<file path="src/rtl/highscore_pkg.sv">
// Shared types, constants and the BCD increment helper for the score/high-score path.
// The score is held as four packed BCD digits, index 3 being the most significant.
package highscore_pkg;

    typedef enum logic [2:0] {
        ST_IDLE,
        ST_PLAY,
        ST_CMP,
        ST_COMMIT,
        ST_SHOW
    } state_t;

    typedef logic [3:0] bcd_t;
    typedef bcd_t [3:0] score_t;

    localparam bcd_t   BCD_MAX   = 4'd9;
    localparam bcd_t   BCD_ZERO  = 4'd0;
    localparam score_t SCORE_MAX = {4'd9, 4'd9, 4'd9, 4'd9};
    localparam score_t SCORE_ZERO = {4'd0, 4'd0, 4'd0, 4'd0};

    // Ripple a +1 up from the least significant digit; 9999 saturates.
    function automatic score_t bcd_inc(input score_t s);
        score_t r;
        logic   carry;
        r     = s;
        carry = 1'b1;
        if (s == SCORE_MAX) begin
            return s;
        end
        for (int i = 0; i < 4; i++) begin
            if (carry) begin
                if (s[i] >= BCD_MAX) begin
                    r[i]  = BCD_ZERO;
                    carry = 1'b1;
                end else begin
                    r[i]  = s[i] + 4'd1;
                    carry = 1'b0;
                end
            end
        end
        return r;
    endfunction

endpackage

</file>
<file path="src/rtl/highscore_ctrl_score_cmp.sv">
// Combinational 4-digit BCD magnitude comparator: o_greater is 1 only when i_a > i_b.
// The most significant differing digit decides; equal values are not greater.
module score_cmp
    import highscore_pkg::*;
(
    input  score_t i_a,
    input  score_t i_b,
    output logic   o_greater
);

    logic w_greater;
    logic w_decided;

    always_comb begin
        w_greater = 1'b0;
        w_decided = 1'b0;
        for (int i = 3; i >= 0; i--) begin
            if (!w_decided && (i_a[i] != i_b[i])) begin
                w_greater = (i_a[i] > i_b[i]);
                w_decided = 1'b1;
            end
        end
    end

    assign o_greater = w_greater;

endmodule

</file>
<file path="src/rtl/highscore_ctrl.sv">
// Score/high-score sequencer: counts BCD points during play, then compares the final
// score with the stored high score and commits it only when strictly greater.
module highscore_ctrl
    import highscore_pkg::*;
(
    input  logic       clk,
    input  logic       reset,
    input  logic       start,
    input  logic       point,
    input  logic       game_over,
    input  logic       clear_hi,
    output logic [3:0] score0,
    output logic [3:0] score1,
    output logic [3:0] score2,
    output logic [3:0] score3,
    output logic [3:0] hi0,
    output logic [3:0] hi1,
    output logic [3:0] hi2,
    output logic [3:0] hi3,
    output logic       new_hi,
    output logic       busy
);

    state_t r_state;
    score_t r_score;
    score_t r_hi;
    logic   r_new_hi;
    logic   r_busy;
    logic   r_greater;
    logic   w_greater;

    score_cmp u_score_cmp (
        .i_a       (r_score),
        .i_b       (r_hi),
        .o_greater (w_greater)
    );

    // Single registered FSM; busy is set on entry to CMP and dropped on entry to SHOW.
    always_ff @(posedge clk) begin
        if (reset) begin
            r_state   <= ST_IDLE;
            r_score   <= SCORE_ZERO;
            r_hi      <= SCORE_ZERO;
            r_new_hi  <= 1'b0;
            r_busy    <= 1'b0;
            r_greater <= 1'b0;
        end else begin
            unique case (r_state)
                ST_IDLE, ST_SHOW: begin
                    if (clear_hi) begin
                        r_hi     <= SCORE_ZERO;
                        r_new_hi <= 1'b0;
                    end
                    if (start) begin
                        r_score  <= SCORE_ZERO;
                        r_new_hi <= 1'b0;
                        r_state  <= ST_PLAY;
                    end
                end
                ST_PLAY: begin
                    if (point) begin
                        r_score <= bcd_inc(r_score);
                    end
                    if (game_over) begin
                        r_state <= ST_CMP;
                        r_busy  <= 1'b1;
                    end
                end
                ST_CMP: begin
                    r_greater <= w_greater;
                    if (w_greater) begin
                        r_state <= ST_COMMIT;
                    end else begin
                        r_state <= ST_SHOW;
                        r_busy  <= 1'b0;
                    end
                end
                ST_COMMIT: begin
                    if (r_greater) begin
                        r_hi     <= r_score;
                        r_new_hi <= 1'b1;
                    end
                    r_state <= ST_SHOW;
                    r_busy  <= 1'b0;
                end
                default: begin
                    r_state <= ST_IDLE;
                    r_busy  <= 1'b0;
                end
            endcase
        end
    end

    assign score0 = r_score[0];
    assign score1 = r_score[1];
    assign score2 = r_score[2];
    assign score3 = r_score[3];
    assign hi0    = r_hi[0];
    assign hi1    = r_hi[1];
    assign hi2    = r_hi[2];
    assign hi3    = r_hi[3];
    assign new_hi = r_new_hi;
    assign busy   = r_busy;

endmodule

</file>
<file path="config.mk">
export PLATFORM = sky130hd
export DESIGN_NAME = highscore_ctrl
export DESIGN_NICKNAME = d
export VERILOG_FILES = /design/src/rtl/highscore_pkg.sv /design/src/rtl/highscore_ctrl_score_cmp.sv /design/src/rtl/highscore_ctrl.sv
export SDC_FILE = /design/constraint.sdc
export NUM_CORES = 1
export LEC_CHECK = 0
export CELL_PAD_IN_SITES_DETAIL_PLACEMENT = 1
export CELL_PAD_IN_SITES_GLOBAL_PLACEMENT = 2
export CORE_AREA = 2 2 89 91
export CTS_CLUSTER_SIZE = 30
export DETAILED_ROUTE_END_ITERATION = 8
export DIE_AREA = 0 0 91 93
export PLACE_DENSITY = 0.8
export SYNTH_ARGS = -nofsm -noshare
export SYNTH_HDL_FRONTEND = slang
export SYNTH_SLANG_ARGS = --single-unit
</file>
<file path="constraint.sdc">
create_clock -name clk -period 2.2 [get_ports clk]
set_input_delay 0.33 -clock clk [delete_from_list [all_inputs] [get_ports clk]]
set_output_delay 0.33 -clock clk [all_outputs]
set_load 0.1 [all_outputs]
</file>
* Word-level counts from Yosys, hierarchy flattened
Cells that the tools add are included.
** Cells by class
- Reductions and logical operators :: 18
- Magnitude comparators :: 8
- $add $sub $neg :: 4
- Mux-type cells :: 53
- Equality and inequality tests :: 20
- Bitwise logic cells :: 1
** Operators with widths (count)
- 16-bit 2-to-1 mux :: 5
- 16-bit one-hot mux with 2 select lines :: 2
- 1-bit 2-to-1 mux :: 33
- 4-bit 2-to-1 mux :: 7
- 4-bit by 1-bit adder with 4-bit output, second input constant :: 4
- 16-bit equality test, second input constant :: 1
- 4-bit >= comparator, second input constant :: 4
- 4-bit greater-than comparator :: 4
- 4-bit inequality test :: 4
- 3-bit inequality test, second input constant :: 5
- 5-bit AND reduction :: 3
- 2-bit inequality test, second input constant :: 6
- 3-bit one-hot mux with 4 select lines :: 1
- 3-bit 2-to-1 mux :: 3
- 3-bit AND reduction :: 3
- 3-bit by 2-bit equality test with 1-bit output, second input constant :: 2
- 4-bit AND reduction :: 1
- 2-bit nonzero test :: 2
- 3-bit by 1-bit equality test with 1-bit output, second input constant :: 1
- 3-bit equality test, second input constant :: 1
- 1-bit logical AND :: 3
- 1-bit logical NOT :: 3
- 3-bit logical NOT :: 1
- 1-bit one-hot mux with 3 select lines :: 1
- 4 further kinds :: 4
** Storage, ports and cells
- Input port bits :: 6
- Register bits :: 38

* Logic depth before layout (Yosys ltp)
- Word-level depth :: 23
- Gate-level depth with buffers :: 8
- Depth with buffers taken out :: 7

* Modules after synthesis
Synthesis repeated with hierarchy kept, for this count alone.
** Unflattened totals
- Cell total of the unflattened synthesis :: 288
- Area, all modules :: 2342.2 µm²
** Modules (own cells, without submodules)
- highscore_ctrl :: times used 1, area each 1921.8 µm², seq. area each 760.7 µm², cells each 232
- score_cmp :: times used 1, area each 420.4 µm², seq. area each 0.0 µm², cells each 56

* Least setup slack after synthesis
OpenSTA, ideal clock, no wires.
- Path kind :: flip-flop to flip-flop
- Start :: reg r_score (netlist bit score2[0])
- End :: reg r_state[2]
- Required time :: 2.130 ns
- Setup time :: 0.070 ns
- Stages on the path, launching flop included :: 8
- Path buffers :: 0
- Path slack :: -0.648 ns
- Data arrival time :: 2.778 ns
- Cells stage by stage :: dfxtp_1 > inv_1 > ha_1 > nand2b_1 > a2111oi_0 > a211oi_1 > or4_1 > a21oi_1
** On the way
- Cells in the longest elaborated chain, start to end :: 11
- Elaborated cells on any way between the ends :: 14
- Classes of those cells :: order compare (1); eq/ne (1); mux (7); reduce/logical (5)
** Ends and longest elaborated chain
- start: declaration :: RTL line highscore_ctrl.sv:25 : score_t r_score;
- start signal: assignment :: RTL line highscore_ctrl.sv:62 : r_score <= bcd_inc(r_score);
- 4-bit inequality test :: RTL line highscore_ctrl_score_cmp.sv:18 : if (!w_decided && (i_a[i] != i_b[i])) begin
- 1-bit logical AND :: RTL line highscore_ctrl_score_cmp.sv:18
- 1-bit 2-to-1 mux :: RTL line highscore_ctrl_score_cmp.sv:18
- 1-bit logical NOT :: RTL line highscore_ctrl_score_cmp.sv:18
- 1-bit logical AND :: RTL line highscore_ctrl_score_cmp.sv:18
- 1-bit 2-to-1 mux :: RTL line highscore_ctrl_score_cmp.sv:18
- 1-bit logical NOT :: RTL line highscore_ctrl_score_cmp.sv:18
- 1-bit logical AND :: RTL line highscore_ctrl_score_cmp.sv:18
- 1-bit 2-to-1 mux * :: RTL line highscore_ctrl_score_cmp.sv:18
- 3-bit 2-to-1 mux * :: RTL line highscore_ctrl.sv:71 : if (w_greater) begin
- 3-bit one-hot mux with 4 select lines * :: RTL line highscore_ctrl.sv:48 : unique case (r_state)
- end signal: assignment :: RTL line highscore_ctrl.sv:57 : r_state <= ST_PLAY;
- end signal: assignment :: RTL line highscore_ctrl.sv:72 : r_state <= ST_COMMIT;
- end signal: assignment :: RTL line highscore_ctrl.sv:74 : r_state <= ST_SHOW;
- end: declaration :: RTL line highscore_ctrl.sv:24 : state_t r_state;
Mark *: on every way between the ends. The rest lies on a longest branch, timed or not.
A chain may end at the register's enable or synchronous reset.

* Worst setup path in the final report
Ends and elaborated chain as after synthesis.

==> impl_metrics.tcl <==
set metrics [dict create \
    slowest_stage "or4_1" \
    totalWireLength_um 6938 \
    peakVddDrop_uv 321.2 \
    place_inst 409 \
    path_cells "inv_2 > ha_1 > nand2b_1 > a2111oi_4 > a211oi_2 > or4_1 > a21oi_1" \
    critPathKind "flip-flop to flip-flop" \
    reg2reg_depth 7 \
    critical-path-top-delay-family "simple AND/OR/NAND/NOR gates" \
    seq_area_frac_synth_pct 33.35 \
    cts_sinks 38 \
    grt_remaining_overflow 0 \
    clk_path_buf_depth 2 \
    place_ws_ns 0.04620 \
    vias 2117 \
    core_area_sq_mm 0.007527 \
    drc 0 \
    r2r-start "score2[0]$_SDFFE_PP0P_" \
    rr_endpoint "r_state[2]$_SDFFE_PP0P_" \
    syn_avg_cell_area_sq_um 8.511 \
    drtIter0Drc 70 \
    ant_nets 0 \
    n_antenna_cell 0 \
    critPathRequiredTime_ns 2.43 \
    hold_buffers 0 \
    clk_pin_slew_worst_paths_ns 0.08 \
    final.setup.tns_ns 0 \
    ys.flop_type "dfxtp_1" \
    initial_core_util_pct 30.30 \
    multi_input_area_sq_mm 0.001404 \
    ys_warn_count 0 \
    finalNonFillerCells 417 \
    fp.dieH_um 93 \
    grt_pass1_wl_um 11290 \
    critical_path.max_fanout 7 \
    nets 348 \
    num_rows 32 \
    p_leak_nw 1.112 \
    relSlewSlack_pct 51.42 \
    synth_edf_count 0 \
    portBuffers 39 \
    drive_gt1_share_pct 30.79 \
    period_minus_slack_ns 2.072 \
    clk_latency_ns 0.29 \
    grt_use_total_pct 16.51 \
    first_global_vias 2184 \
    startpoint_type "flip-flop" \
    total_power_w 0.001482 \
    root_buffer "clkbuf_8" \
    fmax_mhz 482.7 \
    hold_viol 0 \
    tightest_slew_ns 0.7211 \
    synth-seq-cells 38 \
    rsz0062_at_grt "no" \
    power_density_mw_per_mm2 502.9 \
    syn_inst 268 \
    fin_crit_sh_pct 94.16 \
    synth_fp_nets 302 \
    via_per_inst 5.077 \
    cts_buffers 5 \
    ys_types 48 \
    worst-path-stages 7 \
    antenna_found_initial 0 \
    hp-class "flip-flop to flip-flop" \
    r2r_slack_ns 0.13 \
    htreeDepth 2 \
    dieArea_sq_mm 0.008463 \
    grt_max_degree 43 \
    timing.final.ws_setup_ns 0.1284 \
    max-cap-violations 0 \
    finalClockSkew_ns 0.008114 \
    dp_hpwl_um 5074 \
    async_flop_share_pct 0 \
    end_kind "flip-flop" \
    crit_end "r_state[2]$_SDFFE_PP0P_" \
    io_pins 40 \
    syn_to_final_growth_pct 29.18 \
    die_w_um 91 \
    wire_per_inst_um 16.64 \
    synth_area_sq_mm 0.002281 \
    arrival_ns 2.30 \
    setup_viol 0 \
    drt-pass1-iter-count 4 \
    gp_congestion 0.7425 \
    finish.utilization_pct 39.15 \
    cp-startpoint "score2[0]$_SDFFE_PP0P_" \
    regArea_sq_um 823.3 \
    path_buf_inv 1 \
    num-fill-cells 915 \
    slew_violations 0 \
    cpPeakStageDelay_ns 0.54 \
    status "finished, final reports clean" \
    tritoncts "built" \
]
==> sequential cells by signal, indices dropped and copies added (netlist names) <==
name	cells
busy	1
hi0	4
hi1	4
hi2	4
hi3	4
new_hi	1
r_greater	1
r_state	3
score0	4
score1	4
score2	4
score3	4
==> cells in the final DEF (no fill, tap or decap), types with 6 or more instances in the layout <==
cell type	Yosys	routed
o21ai_0	7	7
dfxtp_2	0	23
nand3_1	22	22
nand2_1	24	24
buf_4	0	42
inv_1	27	26
dfxtp_4	0	9
dfxtp_1	38	6
a21oi_1	34	34
nor2b_1	6	6
nor2_1	10	10
ha_1	28	28
==> metrics by stage <==
stage / area (sq um) / hold WS (ns)
final: 2947 / 0.4659
after global routing: 2947 / 0.4826
after CTS: 2923 / 0.4679
after detailed placement: 2838 / 0.4567
after global placement: 2838 / 0.4459
after floorplan: 2345 / 0.4712
==> synthesized netlist by cell type, drive strengths merged, types with 3 or more instances <==
cell / number / area share (%)
a21oi: 35 / 7.8
nor3b: 3 / 1.5
o21ai: 7 / 1.5
dfxtp: 38 / 33
a41oi: 4 / 1.9
nand4: 4 / 1.1
a211oi: 3 / 1.8
or3b: 3 / 1.2
nor2b: 6 / 1.6
ha: 28 / 15
clkbuf: 8 / 1.4
o31ai: 3 / 0.99
nand3: 22 / 4.8
nor2: 10 / 1.6
nor3: 5 / 1.1
nand4b: 5 / 1.9
o21a: 3 / 0.99
nand2b: 4 / 1.1
nand2: 24 / 3.9
inv: 27 / 4.4
==> worst reg2reg max path: cells and delay by family, from the launching register on <==
family | cells | cell delay, ns
simple gates | 2 | 0.72
compound gates | 3 | 0.55
flops | 1 | 0.39
fa+ha+maj | 1 | 0.30
buf+inv | 1 | 0.06
==> per-layer routing <==
metal	vias to the layer above	global-route usage, %	part of all wire [%]
li1	1058	-	-
met1	1030	21.67	47
met2	24	28.89	50
met3	5	2.417	2.2
met4	0	3.409	0.88
met5	-	0	0
==> worst min-delay path by stage <==
stage | from | end | slack (ns) | depth (start not counted)
floorplan | r_greater$_SDFFE_PP0P_ | r_greater$_SDFFE_PP0P_ | 0.47 | 2
global placement | hi1[1]$_SDFFE_PP0P_ | hi1[1]$_SDFFE_PP0P_ | 0.45 | 2
detailed placement | hi3[1]$_SDFFE_PP0P_ | hi3[1]$_SDFFE_PP0P_ | 0.46 | 2
CTS | hi3[1]$_SDFFE_PP0P_ | hi3[1]$_SDFFE_PP0P_ | 0.47 | 2
global route | hi3[1]$_SDFFE_PP0P_ | hi3[1]$_SDFFE_PP0P_ | 0.48 | 2
finish | hi2[1]$_SDFFE_PP0P_ | hi2[1]$_SDFFE_PP0P_ | 0.47 | 2
==> cells by family after synthesis <==
kind of cell / count (synthesis) / synth area share (%)
AO/OA/AOI/OAI: 72 / 22.44
adder cells (fa/ha/maj): 28 / 15.36
buffers and inverters: 37 / 6.198
flip-flops: 38 / 33.35
multiplexers: 2 / 0.8777
AND/OR/NAND/NOR: 91 / 21.78
==> what timing repair did <==
item,4_1_cts,5_1_grt
gates resized for setup,0,4
hold endpoints to repair,0,0
setup endpoints to repair,0,4
buffers inserted,0,0
==> final cells by class <==
type	instances	share of cell area, %
multi-input combinational	193	47.64
sequential	38	27.94
timing repair buffer	49	13.76
tap	102	4.331
inverter	27	3.439
clock buffer	5	2.335
clock inverter	3	0.5520
==> report_power, final <==
group          total [W]  internal [W]  switching (W)  leakage [nW]
clock network   0.000491      0.000218       0.000273        0.0416
registers       0.000706      0.000688      0.0000175         0.326
logic           0.000285      0.000100       0.000185         0.745
total            0.00148       0.00101       0.000476          1.11
No activity file was read; power rests on OpenSTA's default activity.
==> patch 1: new RTL, same flow settings <==
Set the package constant `BCD_MAX` to 4'd8 (it was 4'd9).
--- a/src/rtl/highscore_pkg.sv
+++ b/src/rtl/highscore_pkg.sv
@@ -13,7 +13,7 @@
     typedef logic [3:0] bcd_t;
     typedef bcd_t [3:0] score_t;
 
-    localparam bcd_t   BCD_MAX   = 4'd9;
+    localparam bcd_t   BCD_MAX   = 4'd8;
     localparam bcd_t   BCD_ZERO  = 4'd0;
     localparam score_t SCORE_MAX = {4'd9, 4'd9, 4'd9, 4'd9};
     localparam score_t SCORE_ZERO = {4'd0, 4'd0, 4'd0, 4'd0};
Formal check against the unedited RTL: no difference found for any inputs over 10 cycles, from zero or initial values and one cycle with reset high; that may be too few to reach the edited logic, so the function may still have changed.
==> patch 1 against the original RTL <==
Clock skew shrank 0.0035 ns; sequential cell count is the same; area after synthesis shrank 0.44%; sequential share of layout area shrank 0.14 points; final area shrank 1.0%; routed wire length shrank 2.1%; synthesized cell count grew 4.1%; non-clock buffer count grew 4; worst setup slack gained 0.020 ns; power grew 0.16%; sequential power is essentially flat; fmax grew 1.0%; largest cell class unchanged.
==> patch 1: results (changes against the original RTL) <==
synth.avg_cell_area_um2: 8.140  # -4.4%
vias: 2174  # +2.7%
yosys-top-cells-area: "dfxtp_1, ha_1, a21oi_1"
clkCellAreaFrac: 0.03132  # +0.002442
nNonClkBuffers: 53  # +8.2%
vdd_drop_max_mv: 0.1959  # -39%
multi_input_area_share: 0.4672  # -0.009252
max_stage_delay_ns: 0.41  # -0.13 ns
hpwl_um: 4939  # -2.7%
fillers: 952  # +4.0%
cellLeakagePower_uw: 0.001112  # about the same
grt_max_degree: 40  # -7.0%
drive_gt1_frac: 0.2827  # -0.02526
place_congestion: 0.7573  # +2.0%
placed_area_um2: 2819  # -0.66%
skew_ns: 0.004626  # -0.003488 ns
outcome: "complete, no violations"
fin_nets: 362  # +4.0%
wl_per_cell_um: 15.76  # -5.3%
reg2reg_depth: 8  # +1
area.share.sequential: 0.2780  # -0.001413
multi_input_gates: 203  # +5.2%
powerDensity_nw_per_um2: 508.9  # +1.2%
crit_slowest_cell: "dfxtp_2"
slew-limit-headroom: 0.7747  # +0.2605
grt_pass1_vias: 2294  # +5.0%
grt_pass1_wl_um: 11430  # +1.2%
worstPathArrival_ns: 2.23  # -0.07 ns
dp_cells: 423  # +3.4%
ys_types: 42  # -13%
synth_common_cells: "a21oi_1, dfxtp_1, nand2_1, ha_1, inv_1"
via_per_inst: 5.044  # -0.64%
drtIter0Drc: 52  # -26%
crit_fanout: 8  # +1
syn_nets: 313  # +3.6%
pre_cts_slack_ns: -0.006595  # -0.05279 ns
buffer_area_frac: 0.1450  # +0.007423
## patch 1: cell count changes after synthesis, sizes merged, moves of 4 or more
cell / change
nand2: +7
a41oi: -4
nand4b: -5
nand3b: +6
a21oi: +7
or4: +5
or3: +6
## patch 1: worst max-delay path, delay by kind of cell (launching register included)
family | cells | cell delay (ns)
compound gates | 3 | 0.66
flops | 1 | 0.41
simple gates | 2 | 0.32
fa+ha+maj | 1 | 0.30
buf+inv | 2 | 0.26
## patch 1: what timing repair did
action / 4_1_cts / 5_1_grt
setup endpoints to repair: 0 / 3
endpoints found under the hold margin: 0 / 0
resized for setup: 0 / 3
setup buffers: 0 / 0
## patch 1: where the power goes
| group | switching (uW) | internal [uW] | total (uW) |
|---|---|---|---|
| clock | 262 | 253 | 516 |
| combinational | 170 | 91.1 | 261 |
| sequential | 16.0 | 692 | 708 |
## patch 1: kinds of logic (layout without fill, tap and decap cells)
group / Yosys count / count (layout) / share of synthesized area
adders and majority gates: 28 / 28 / 0.1543
AOI/OAI and AO/OA: 65 / 65 / 0.1670
and+or+nand+nor: 109 / 109 / 0.2722
muxes: 1 / 1 / 0.004408
buffers and inverters: 38 / 88 / 0.06722
DFF: 38 / 38 / 0.3350
## patch 1: per-layer routing
metal  part of all wire  vias up  global-route usage
met4              0.014        0             0.05051
met2               0.49       36              0.2938
met5                  0        -                   0
li1                   -     1079                   -
met3              0.034        8             0.03465
met1               0.47     1051              0.2147
## patch 1: final timing paths
check                           startpoint    endpoint  slack (ns)
worst min-delay path                hi2[1]      hi2[1]        0.46
worst max-delay path             score1[0]  r_state[1]        0.15
worst max register to register   score1[0]  r_state[1]        0.15
worst min register to register      hi2[1]      hi2[1]        0.46
